===== src/rtl/adder_pkg.sv =====
// Shared types and helpers for the pipelined adder: operation encoding,
// a segment add primitive and the parameter legality check.
package adder_pkg;

    typedef enum logic {
        OP_ADD = 1'b0,
        OP_SUB = 1'b1
    } add_op_t;

    // Widest carry-chain segment the helper below can resolve.
    localparam int MAX_SEG = 64;

    function automatic logic [MAX_SEG:0] seg_add(
        input logic [MAX_SEG-1:0] a,
        input logic [MAX_SEG-1:0] b,
        input logic               cin
    );
        seg_add = {1'b0, a} + {1'b0, b} + {{MAX_SEG{1'b0}}, cin};
    endfunction

    function automatic bit params_ok(input int width, input int stages);
        params_ok = (stages >= 32'sd1) && (stages <= width) &&
                    ((width % stages) == 32'sd0) && ((width / stages) <= MAX_SEG);
    endfunction

endpackage


===== src/rtl/adder_segment.sv =====
// Combinational SEG-bit carry-chain slice: sum and carry-out of a + b + cin.
module adder_segment
    import adder_pkg::*;
#(
    parameter int SEG = 8
) (
    input  logic [SEG-1:0] a,
    input  logic [SEG-1:0] b,
    input  logic           cin,
    output logic [SEG-1:0] sum,
    output logic           cout
);

    logic [MAX_SEG:0] full_s;

    // Zero-extended inputs put the segment carry at bit SEG of the result.
    always_comb begin
        full_s = seg_add(MAX_SEG'(a), MAX_SEG'(b), cin);
    end

    assign sum  = full_s[SEG-1:0];
    assign cout = full_s[SEG];

endmodule


===== src/rtl/pipelined_adder.sv =====
// WIDTH-bit add/subtract split into STAGES registered carry-chain segments,
// with valid/ready backpressure, synchronous flush and carry/overflow/zero flags.
module pipelined_adder
    import adder_pkg::*;
#(
    parameter int WIDTH  = 32,
    parameter int STAGES = 4
) (
    input  logic             clk,
    input  logic             rst,
    input  logic             flush,
    input  logic             in_valid,
    output logic             in_ready,
    input  logic [WIDTH-1:0] in_a,
    input  logic [WIDTH-1:0] in_b,
    input  logic             in_sub,
    input  logic             in_cin,
    output logic             out_valid,
    input  logic             out_ready,
    output logic [WIDTH-1:0] out_sum,
    output logic             out_cout,
    output logic             out_ovf,
    output logic             out_zero
);

    localparam int SEG  = WIDTH / STAGES;
    localparam int LAST = STAGES - 1;

    if (!params_ok(WIDTH, STAGES)) begin : g_param_err
        $error("pipelined_adder: WIDTH must be a multiple of STAGES and 1 <= STAGES <= WIDTH");
    end

    add_op_t          op_s;
    logic [STAGES-1:0] valid_r;
    logic [WIDTH-1:0]  a_r   [STAGES];
    logic [WIDTH-1:0]  b_r   [STAGES];
    logic [WIDTH-1:0]  sum_r [STAGES];
    logic [STAGES-1:0] carry_r;
    logic              ovf_r;
    logic              zero_r;

    logic [STAGES-1:0] acc_s;
    logic [STAGES-1:0] src_valid_s;
    logic [STAGES-1:0] src_cin_s;
    logic [STAGES-1:0] seg_cout_s;
    logic [WIDTH-1:0]  src_a_s   [STAGES];
    logic [WIDTH-1:0]  src_b_s   [STAGES];
    logic [WIDTH-1:0]  src_sum_s [STAGES];
    logic [WIDTH-1:0]  nxt_sum_s [STAGES];
    logic [SEG-1:0]    seg_sum_s [STAGES];
    logic              in_fire_s;
    logic              nxt_ovf_s;
    logic              nxt_zero_s;

    assign op_s = in_sub ? OP_SUB : OP_ADD;

    // Stage k can load when out_ready is high or any stage from k to the output is empty.
    always_comb begin
        logic [STAGES-1:0] low_v;
        for (int k = 0; k < STAGES; k++) begin
            low_v = '0;
            for (int j = 0; j < k; j++) begin
                low_v[j] = 1'b1;
            end
            acc_s[k] = out_ready | ~(&(valid_r | low_v));
        end
    end

    assign in_ready  = acc_s[0] & ~flush;
    assign in_fire_s = in_valid & in_ready;

    // Each stage consumes the operands of the stage behind it; stage 0 sees the inputs.
    always_comb begin
        src_valid_s[0] = in_fire_s;
        src_a_s[0]     = in_a;
        src_sum_s[0]   = '0;
        if (op_s == OP_SUB) begin
            src_b_s[0]   = ~in_b;
            src_cin_s[0] = 1'b1;
        end else begin
            src_b_s[0]   = in_b;
            src_cin_s[0] = in_cin;
        end
        for (int k = 1; k < STAGES; k++) begin
            src_valid_s[k] = valid_r[k-1];
            src_a_s[k]     = a_r[k-1];
            src_b_s[k]     = b_r[k-1];
            src_sum_s[k]   = sum_r[k-1];
            src_cin_s[k]   = carry_r[k-1];
        end
    end

    for (genvar g = 0; g < STAGES; g++) begin : g_seg
        adder_segment #(
            .SEG(SEG)
        ) u_seg (
            .a    (src_a_s[g][g*SEG +: SEG]),
            .b    (src_b_s[g][g*SEG +: SEG]),
            .cin  (src_cin_s[g]),
            .sum  (seg_sum_s[g]),
            .cout (seg_cout_s[g])
        );
    end

    // Merge each resolved segment into the partial sum; flags come from the final stage.
    always_comb begin
        for (int k = 0; k < STAGES; k++) begin
            nxt_sum_s[k]                = src_sum_s[k];
            nxt_sum_s[k][k*SEG +: SEG]  = seg_sum_s[k];
        end
        nxt_ovf_s  = (src_a_s[LAST][WIDTH-1] == src_b_s[LAST][WIDTH-1]) &&
                     (nxt_sum_s[LAST][WIDTH-1] != src_a_s[LAST][WIDTH-1]);
        nxt_zero_s = ~|nxt_sum_s[LAST];
    end

    // Stage registers: valid bits follow the advance rule, data loads only with a live beat.
    always_ff @(posedge clk or posedge rst) begin
        if (rst) begin
            valid_r <= '0;
            carry_r <= '0;
            ovf_r   <= 1'b0;
            zero_r  <= 1'b0;
            for (int k = 0; k < STAGES; k++) begin
                a_r[k]   <= '0;
                b_r[k]   <= '0;
                sum_r[k] <= '0;
            end
        end else begin
            for (int k = 0; k < STAGES; k++) begin
                if (flush) begin
                    valid_r[k] <= 1'b0;
                end else if (acc_s[k]) begin
                    valid_r[k] <= src_valid_s[k];
                end else begin
                    valid_r[k] <= valid_r[k];
                end
                if (!flush && acc_s[k] && src_valid_s[k]) begin
                    a_r[k]     <= src_a_s[k];
                    b_r[k]     <= src_b_s[k];
                    sum_r[k]   <= nxt_sum_s[k];
                    carry_r[k] <= seg_cout_s[k];
                end
            end
            if (!flush && acc_s[LAST] && src_valid_s[LAST]) begin
                ovf_r  <= nxt_ovf_s;
                zero_r <= nxt_zero_s;
            end
        end
    end

    assign out_valid = valid_r[LAST];
    assign out_sum   = sum_r[LAST];
    assign out_cout  = carry_r[LAST];
    assign out_ovf   = ovf_r;
    assign out_zero  = zero_r;

endmodule

===== config.mk =====
export PLATFORM = sky130hd
export DESIGN_NAME = pipelined_adder
export DESIGN_NICKNAME = d
export VERILOG_FILES = /design/src/rtl/adder_pkg.sv /design/src/rtl/adder_segment.sv /design/src/rtl/pipelined_adder.sv
export SDC_FILE = /design/constraint.sdc
export NUM_CORES = 1
export LEC_CHECK = 0
export CORE_MARGIN = 3
export CORE_UTILIZATION = 50
export DETAILED_ROUTE_END_ITERATION = 16
export DONT_BUFFER_PORTS = 1
export SLEW_MARGIN = 25
export SYNTH_ARGS = -nofsm -noshare
export SYNTH_HDL_FRONTEND = slang
export SYNTH_SLANG_ARGS = --single-unit

===== constraint.sdc =====
create_clock -name clk -period 7.89 [get_ports clk]
set_input_delay 1.1835 -clock clk [delete_from_list [all_inputs] [get_ports clk]]
set_output_delay 1.1835 -clock clk [all_outputs]
set_load 0.05 [all_outputs]

# --- Yosys cells after proc, flatten, opt, wreduce, memory -nomap -nowiden ---
# Cells that the tools add are included.
totals:
  regBits: 282
  latchBits: 0
  mem_bits_rw: 0
  rom_bits: 0
  out_inout_bits: 37
  elab_cells: 72
  memories: 0
op_classes:
  addsub: 8
  n_mul: 0
  n_div: 0
  magnitude_cmp: 0
  n_eq_ne: 2
  shifts: 0
  mux: 11
  bitwise: 12
  n_reduce_logical: 19
op_table:
  columns: ["cell", "n"]
  rows:
  - ["adder 8 x 8 -> 9 bit", 4]
  - ["adder 9 x 1 -> 9 bit", 4]
  - ["2-to-1 mux 32 bit", 1]
  - ["inverter 32 bit", 1]
  - ["OR reduction 32 bit", 1]
  - ["2-to-1 mux 1 bit", 10]
  - ["logical AND 1 bit", 9]
  - ["nonzero test 2 bit", 4]
  - ["inverter 1 bit", 5]
  - ["bitwise OR 1 bit", 4]
  - ["AND reduction 4 bit", 1]
  - ["AND reduction 3 bit", 1]
  - ["AND 1 bit", 2]
  - ["logical NOT 1 bit", 2]
  - ["AND reduction 2 bit", 1]
  - ["== test 1 bit", 1]
  - ["!= test 1 bit", 1]

# --- Logic depth before layout (Yosys ltp) ---
# Gate-level depths: netlist (run 1).
logic_depth:
  word_depth: 7
  mapped_depth: 10
  depth_no_buf: 9

# --- Modules after synthesis ---
# Synthesis (run 1) repeated with hierarchy kept, for this count alone.
hier_totals:
  cells_unflattened: 624
  hier_area_um2: 8687.1
by_module_without_submodules:
  columns: ["module", "instances", "cells_each", "area_each_um2"]
  rows:
  - ["pipelined_adder", 1, 459, 7345.8]
  - ["adder_segment (g_seg[2].u_seg ...)", 2, 42, 331.6]
  - ["adder_segment (g_seg[1].u_seg)", 1, 41, 346.6]
  - ["adder_segment (g_seg[0].u_seg)", 1, 40, 331.6]

# --- Worst setup path before layout (run 1) ---
# Ideal clock, no wire load.
synth_path:
  path_type: "input-to-reg"
  start: "in in_sub"
  end: "reg sum_r (netlist bit nxt_sum_s[71])"
  setup_ns: 0.069
  t_arrival_ns: 3.629
  path_slack_ns: 4.192
  stages: 9
  path_buffers: 2
  path_cell_list: "clkbuf_1 -> clkbuf_1 -> xor2_1 -> fa_1 -> a21o_1 -> a21o_1 -> a2111o_1 -> a2111o_1 -> nand3_1"
synth_via:
  elab_chain_cells: 4
  elab_cells_between_ends: 5
  cone_classes: "add/sub (2); mux (3)"
synth_lines:
  columns: ["item", "line", "source"]
  rows:
  - ["from (decl)", "pipelined_adder.sv:16", "input logic in_sub,"]
  - ["2-to-1 mux 1 bit (*)", "pipelined_adder.sv:55", "assign op_s = in_sub ? OP_SUB : OP_ADD;"]
  - ["2-to-1 mux 32 bit", "pipelined_adder.sv:77", "if (op_s == OP_SUB) begin"]
  - ["adder 8 x 8 -> 9 bit", "adder_pkg.sv:18", "seg_add = {1'b0, a} + {1'b0, b} + {{MAX_SEG{1'b0}}, cin};"]
  - ["adder 9 x 1 -> 9 bit (*)", "adder_pkg.sv:18", null]
  - ["to (signal, indexed assignment)", "pipelined_adder.sv:140", "sum_r[k] <= nxt_sum_s[k];"]
  - ["to (decl)", "pipelined_adder.sv:37", "logic [WIDTH-1:0] sum_r [STAGES];"]
# Every way passes the cells marked *; elsewhere a longest branch is shown, timed or not.
# A chain may end at the register's enable or synchronous reset.

# --- Worst setup path in the final report (run 1) ---
layout_path:
  start: "in out_ready"
  end: "out in_ready"
layout_via:
  elab_chain_cells: 2
layout_lines:
  columns: ["item", "line", "source"]
  rows:
  - ["from (decl)", "pipelined_adder.sv:19", "input logic out_ready,"]
  - ["bitwise OR 1 bit", "pipelined_adder.sv:65", "acc_s[k] = out_ready | ~(&(valid_r | low_v));"]
  - ["AND 1 bit", "pipelined_adder.sv:69", "assign in_ready = acc_s[0] & ~flush;"]
  - ["to (decl)", "pipelined_adder.sv:13", "output logic in_ready,"]
# No other way between the ends.

==> results.md, run 1 <==
* Iter 0 DRT Violations at around 370
* Top FF cell, synth: dfrtp_1
* Clock Sinks at roughly 190
* Drt wl/cell at approximately 16 um
* Setup ws final at 4.67 ns
* CP Class: primary input to output pin
* Slew HR at 0.383
* Post-DRT Antenna Nets at 0
* Synth top area cells: dfrtp_1, nand2_1, ha_1, mux2_2, xnor2_1
* Pre-Repair DR Iteration Count at 4
* GRT Util Overall at 0.199
* # rows at between 40 and 50
* Async SR Flop Fraction at 1.00
* Pwr dens at 333 nW/um^2
* Post-synth EDFFs at 0
* Max Clk Rate at slightly above 300 MHz
* Arr. time, crit path at a little over 2 ns
* Min-Delay Endpoint: a_r[81]
* Slowest stage cell, crit path: a21oi_2
* Worst-Skew Late Latency at between 0.4 and 0.5 ns
* Post-synthesis sequential area ratio at 0.539
* Total negative slack at 0 ns
* Starting Density at 0.516
* Io pins at between 100 and 150
* Hold/Removal Path Class: flop to flop
* Cell family with most CP delay: compound AO/OA/AOI/OAI gates
* # DRC at 0
* Worst hold path depth at 2
* Synth area leader: dfrtp_1
* RSZ-0062 raised after global routing: false
* Fin crit period at 3.22 ns
* Area growth syn-to-layout at 9.32%
* Register bit count reported by yosys at roughly 190
* Synth top cells by count: nand2_1, dfrtp_1, nor2_1
* Top-area cell type share of the netlist area at 0.539
* CTS clk-pin slew, worst paths at ~0.060 ns
* Leak Pwr at approximately 4.6 nW
* Fin. Hold Viols at 0
* Die X at about 140 um
* Data required, critical path at between 6 and 7 ns
* Synth Net Count at 1006
* Root Driver: clkbuf_16
* Cell Area, Synth at a little under 9000 um^2
* Initial antenna violation count at 0
* Via Count at between 5000 and 6000
* Vias in the first global route at between 5000 and 6000
* Worst-path cell chain: and4b_1 > a21oi_2
* Final Wtd Congestion at 0.829
* Ant. Diodes at 0
* H-tree depth at 4
* Clock skew at approximately 0.016 ns
* Critical path buffers and inverters at 0
* Max Buffers Root-to-Sink at 2
* DR vias/cell at about 5.3
* Hold_sp: a_r[113]
* Tcrit/Tclk final at 0.409
* Number of port buffers at 0
* Die ar. at 18900 um^2
* Post-DP HPWL at around 12 mm
* Global-route wire length before repair at 29.7 mm
* Die height at approximately 140 um
* CTS Hold Bufs at 0
* Slew @ Worst Pin at about 0.92 ns
* Most common cell in the netlist: nand2_1
* CTS tree: built
* Post-CTS setup buffer count at 0
* CP peak stage delay at just under 0.6 ns
* Pre-CTS WS at between 4 and 5 ns
* Outcome: complete, no violations
* Final Max Slew Viols at 0
* Fillers at approximately 1500
* CTS Buf Count at 17
* Final Non-Filler Cells at between 1000 and 1500
* Largest net degree at the start of global routing at about 110
* RR Endpoint: nxt_sum_s[4]
* Worst VDD drop at roughly 0.17 mV
* Resized cells post-CTS at 0
* Core area at about 17000 um^2
* Warnings, synthesis at 0
* GRT overflow at 0
* Crit. End Element: output pin
* R2R cell count at 6
* Critical path startpoint category: primary input
* Worst flop-to-flop path startpoint: valid_r[3]
* Nets@finish at approximately 990
* Share of cells above drive strength 1 at 0.0829
* Placed insts at about 1100
* CP Max Fanout at 6
* Cells after synthesis at 899
* # setup viols final at 0
* Max-Cap Viols at 0
* Final WL at 17.6 mm
* Reg2reg setup slack at roughly 4.8 ns
* Avg Inst Size Synth at just under 10 um^2
* Cell variety after synth at 47
* Hold_ws at approximately 0.47 ns
per-layer routing:
metal / vias to the layer above / part of all wire / global-route usage
li1: 2923 / - / -
met1: 2848 / 0.52 / 0.314
met2: 132 / 0.43 / 0.275
met3: 11 / 0.048 / 0.0413
met4: 0 / 0.0090 / 0.0604
met5: - / 0 / 0
cell type report:
class                   count  area, um^2  area share
flip-flops and latches    186        4650       0.493
clock inverters            12         210      0.0222
well taps                 220         275      0.0291
clock buffers              19         453      0.0479
inverters                  16        67.6     0.00715
repair buffers              6        48.8     0.00516
multi-input cells         654        3740       0.396
layout by cell type (no fill, tap or decap), types with 3 or more instances in the layout:
cell type  count
nand2_1      328
dfrtp_1      186
nor2_1        45
a21oi_1       41
xnor2_1       32
o21ai_0       29
ha_1          28
mux2_2        27
clkbuf_16     17
inv_1         14
xor2_1        13
o21a_1         9
nor2b_1        8
fa_1           8
a21o_1         7
nor4_1         7
nor3_1         6
o211ai_1       6
nor3b_1        6
o31ai_1        5
a2111o_1       5
a211oi_1       5
or3_1          5
bufinv_16      5
buf_4          5
nand3_1        4
a211o_1        3
or2_2          3
nand4_1        3
clkinv_4       3
inv_6          3
worst min-delay path: stages, from the launching register on:
cell and delay (ns):
dfrtp_1 0.34, nand2_1 0.05, nand2_1 0.05
power by group:
group          switching [mW]  internal [mW]
Clock                   0.361          0.582
Sequential              0.412           1.19
Combinational           0.329          0.273
Total                    1.10           2.04
flip-flops by register name, summed over array words and instances (netlist names):
signal	cells
nxt_sum_s	48
out_sum	32
valid_r	4
out_ovf	1
out_zero	1
b_r	48
a_r	48
carry_r	4
through the flow:
stage	utilization	power, mW	instance area (um^2)
3_5_place_dp	0.524	2.22	8780
5_1_grt	0.564	3.34	9450
4_1_cts	0.563	3.17	9440
2_1_floorplan	-	2.04	8640
3_3_place_gp	0.523	2.19	8770
6_report	0.564	3.15	9450
how the worst max path moves through the flow:
stage,from,endpoint,slack (ns),cells past startpoint
after floorplan,rst,a_r[104],1.65,1
after global placement,out_ready,nxt_sum_s[71],3.76,5
after detailed placement,out_ready,nxt_sum_s[4],4.24,6
after CTS,out_ready,in_ready,4.66,2
after global routing,valid_r[3],nxt_sum_s[7],4.43,6
final,out_ready,in_ready,4.67,2
cells by family after synthesis:
family	count (synthesis)	synth area share
AO/OA/AOI/OAI	120	0.0880
flip-flops	186	0.539
XOR/XNOR	45	0.0456
AND/OR/NAND/NOR	424	0.200
buffers and inverters	59	0.0310
multiplexers	29	0.0375
adder cells (fa/ha/maj)	36	0.0591
No activity file was read; power rests on OpenSTA's default activity.
==> inputs of run 2 (changes only) <==
PLACE_DENSITY = 0.68   (was unset)
clock period = 2.7 ns   (was 7.89 ns; I/O delays follow)
==> run 2 against run 1 <==
Effect of this change: setup slack got worse by 4.5 ns; clock skew decreased by 0.0096 ns; power increased to 2.8 times the previous value; worst hold slack got worse by 0.44 ns; final area increased by 0.26%; non-clock buffer count increased by 8; core utilization increased by 0.15 points; count of clock-buffer cells in the layout increased by 3; final cell count increased by 0.81%; routed wire length decreased by 1.5%; clock power increased to 2.6 times the previous value; die area unchanged; critical endpoint is now out_zero; highest routed layer unchanged.
==> results.md, run 2 (same netlist as run 1, synthesis figures left out) <==
* Slew @ Worst Pin at 0.982 ns
* Fin crit period at 2.52 ns
* # rows at 47
* Starting Density at 0.516
* Placed insts at approximately 1100
* Io pins at 108
* Clock Sinks at 186
* GRT overflow at 0
* Final Max Slew Viols at 0
* Max-Cap Viols at 0
* Clock skew at around 0.0066 ns
* # DRC at 0
* Iter 0 DRT Violations at roughly 400
* Fin. Hold Viols at 0
* Max Buffers Root-to-Sink at 2
* Slew HR at 0.341
* Hold_ws at between 0.02 and 0.03 ns
* Die height at 137 um
* Largest net degree at the start of global routing at slightly below 70
* Drt wl/cell at approximately 15 um
* Final WL at around 17 mm
* Resized cells post-CTS at 0
* Area growth syn-to-layout at 9.61%
* Post-DP HPWL at about 12 mm
* CTS tree: built
* Most common cell after layout, fill and taps aside: nand2_1
* # setup viols final at 0
* Final Non-Filler Cells at 1122
* Number of port buffers at 0
* CP Max Fanout at 4
* Arr. time, crit path at ~2.9 ns
* CTS Buf Count at 17
* Die ar. at ~19000 um^2
* Share of cells above drive strength 1 at 0.0854
* CTS clk-pin slew, worst paths at roughly 0.07 ns
* Core area at approximately 17000 um^2
* Layout Utilization at 0.565
* Max Clk Rate at slightly below 400 MHz
* Total negative slack at 0 ns
* Initial antenna violation count at 0
* DR vias/cell at 5.16
* Hold/Removal Path Class: primary input to flop
* Global-route wire length before repair at approximately 29 mm
* Via Count at around 5800
* Pre-Repair DR Iteration Count at 4
* CP Class: flop to flop
* Leak Pwr at 4.64 nW
* Die X at around 140 um
* GRT Util Overall at 0.197
* Root Driver: clkbuf_16
* Tcrit/Tclk final at 0.935
* Most frequent cells in the layout: nand2_1, dfrtp_1, nor2_1
* H-tree depth at 4
* Outcome: complete, no violations
* Crit. End Element: flop
* Ant. Diodes at 0
* Power Total at about 8.9 mW
* RSZ-0062 raised after global routing: false
* Data required, critical path at 3.05 ns
* Pwr dens at roughly 930 nW/um^2
* Post-DRT Antenna Nets at 0
* Post-CTS setup buffer count at 0
* Final Wtd Congestion at roughly 0.80
* Vias in the first global route at ~5600
* Worst-Skew Late Latency at between 0.4 and 0.5 ns
* Fillers at 1500
* Nets@finish at approximately 1000
* Worst VDD drop at around 0.5 mV
* Critical path startpoint category: flop
==> run 2: cell count changes in the layout (fill, tap and decap cells not counted), moves of 3 or more <==
cell,change
buf_12,+5
clkinvlp_4,+5
clkbuf_1,+4
buf_4,+3
bufinv_16,-3
inv_6,-3
==> run 2: stage by stage <==
stage          instance area (um^2)  setup WS [ns]
2_1_floorplan                  8660        -0.0975
3_3_place_gp                   8890          0.226
3_5_place_dp                   8890          0.193
4_1_cts                        9470          0.191
5_1_grt                        9470         0.0259
6_report                       9470          0.175
==> run 2: area by class of cell <==
cell class                 instances  area (um^2)  share of cell area
multi-input combinational        654         3740               0.394
clock inverter                    10          120              0.0127
inverter                          16         63.8             0.00674
timing repair buffer              14          170              0.0180
sequential                       186         4650               0.491
tap                              220          275              0.0291
clock buffer                      22          454              0.0479
==> run 2: power breakdown <==
group / internal (mW) / switching, mW / total [mW]
Sequential: 3.47 / 1.20 / 4.68
Combinational: 0.809 / 0.938 / 1.75
Clock: 1.39 / 1.04 / 2.43
==> run 2: worst paths after layout <==
path                            startpoint     endpoint  slack (ns)  depth (start not counted)
worst max-delay path               a_r[56]     out_zero        0.18                          7
worst max register to register     a_r[56]     out_zero        0.18                          7
max in group asynchronous              rst     b_r[125]        1.48                          3
min in group asynchronous              rst  out_sum[15]        0.50                          2
worst min register to register    a_r[125]      a_r[93]        0.46                          2
worst min-delay path                 flush   valid_r[2]        0.03                          1
==> run 2: routing by layer <==
metal	share of wire	vias up	global-route usage	routed length (um)
met4	0.015	0	0.0682	267
li1	-	2941	-	-
met1	0.51	2695	0.314	8890
met3	0.069	18	0.0519	1200
met5	0	-	0	0
met2	0.40	138	0.257	6960
==> run 2: what timing repair did <==
action,in CTS,in global routing
hold buffers,1,0
endpoints found under the hold margin,16,0
setup endpoints to repair,0,0
==> run 2: critical path, stage by stage, from the launching register on <==
cell      delay [ns]
dfrtp_1         0.40
fa_1            0.50
fa_1            0.43
a211o_1         0.36
a2111o_1        0.38
o211ai_1        0.12
nand4_1         0.10
o21ai_0         0.16
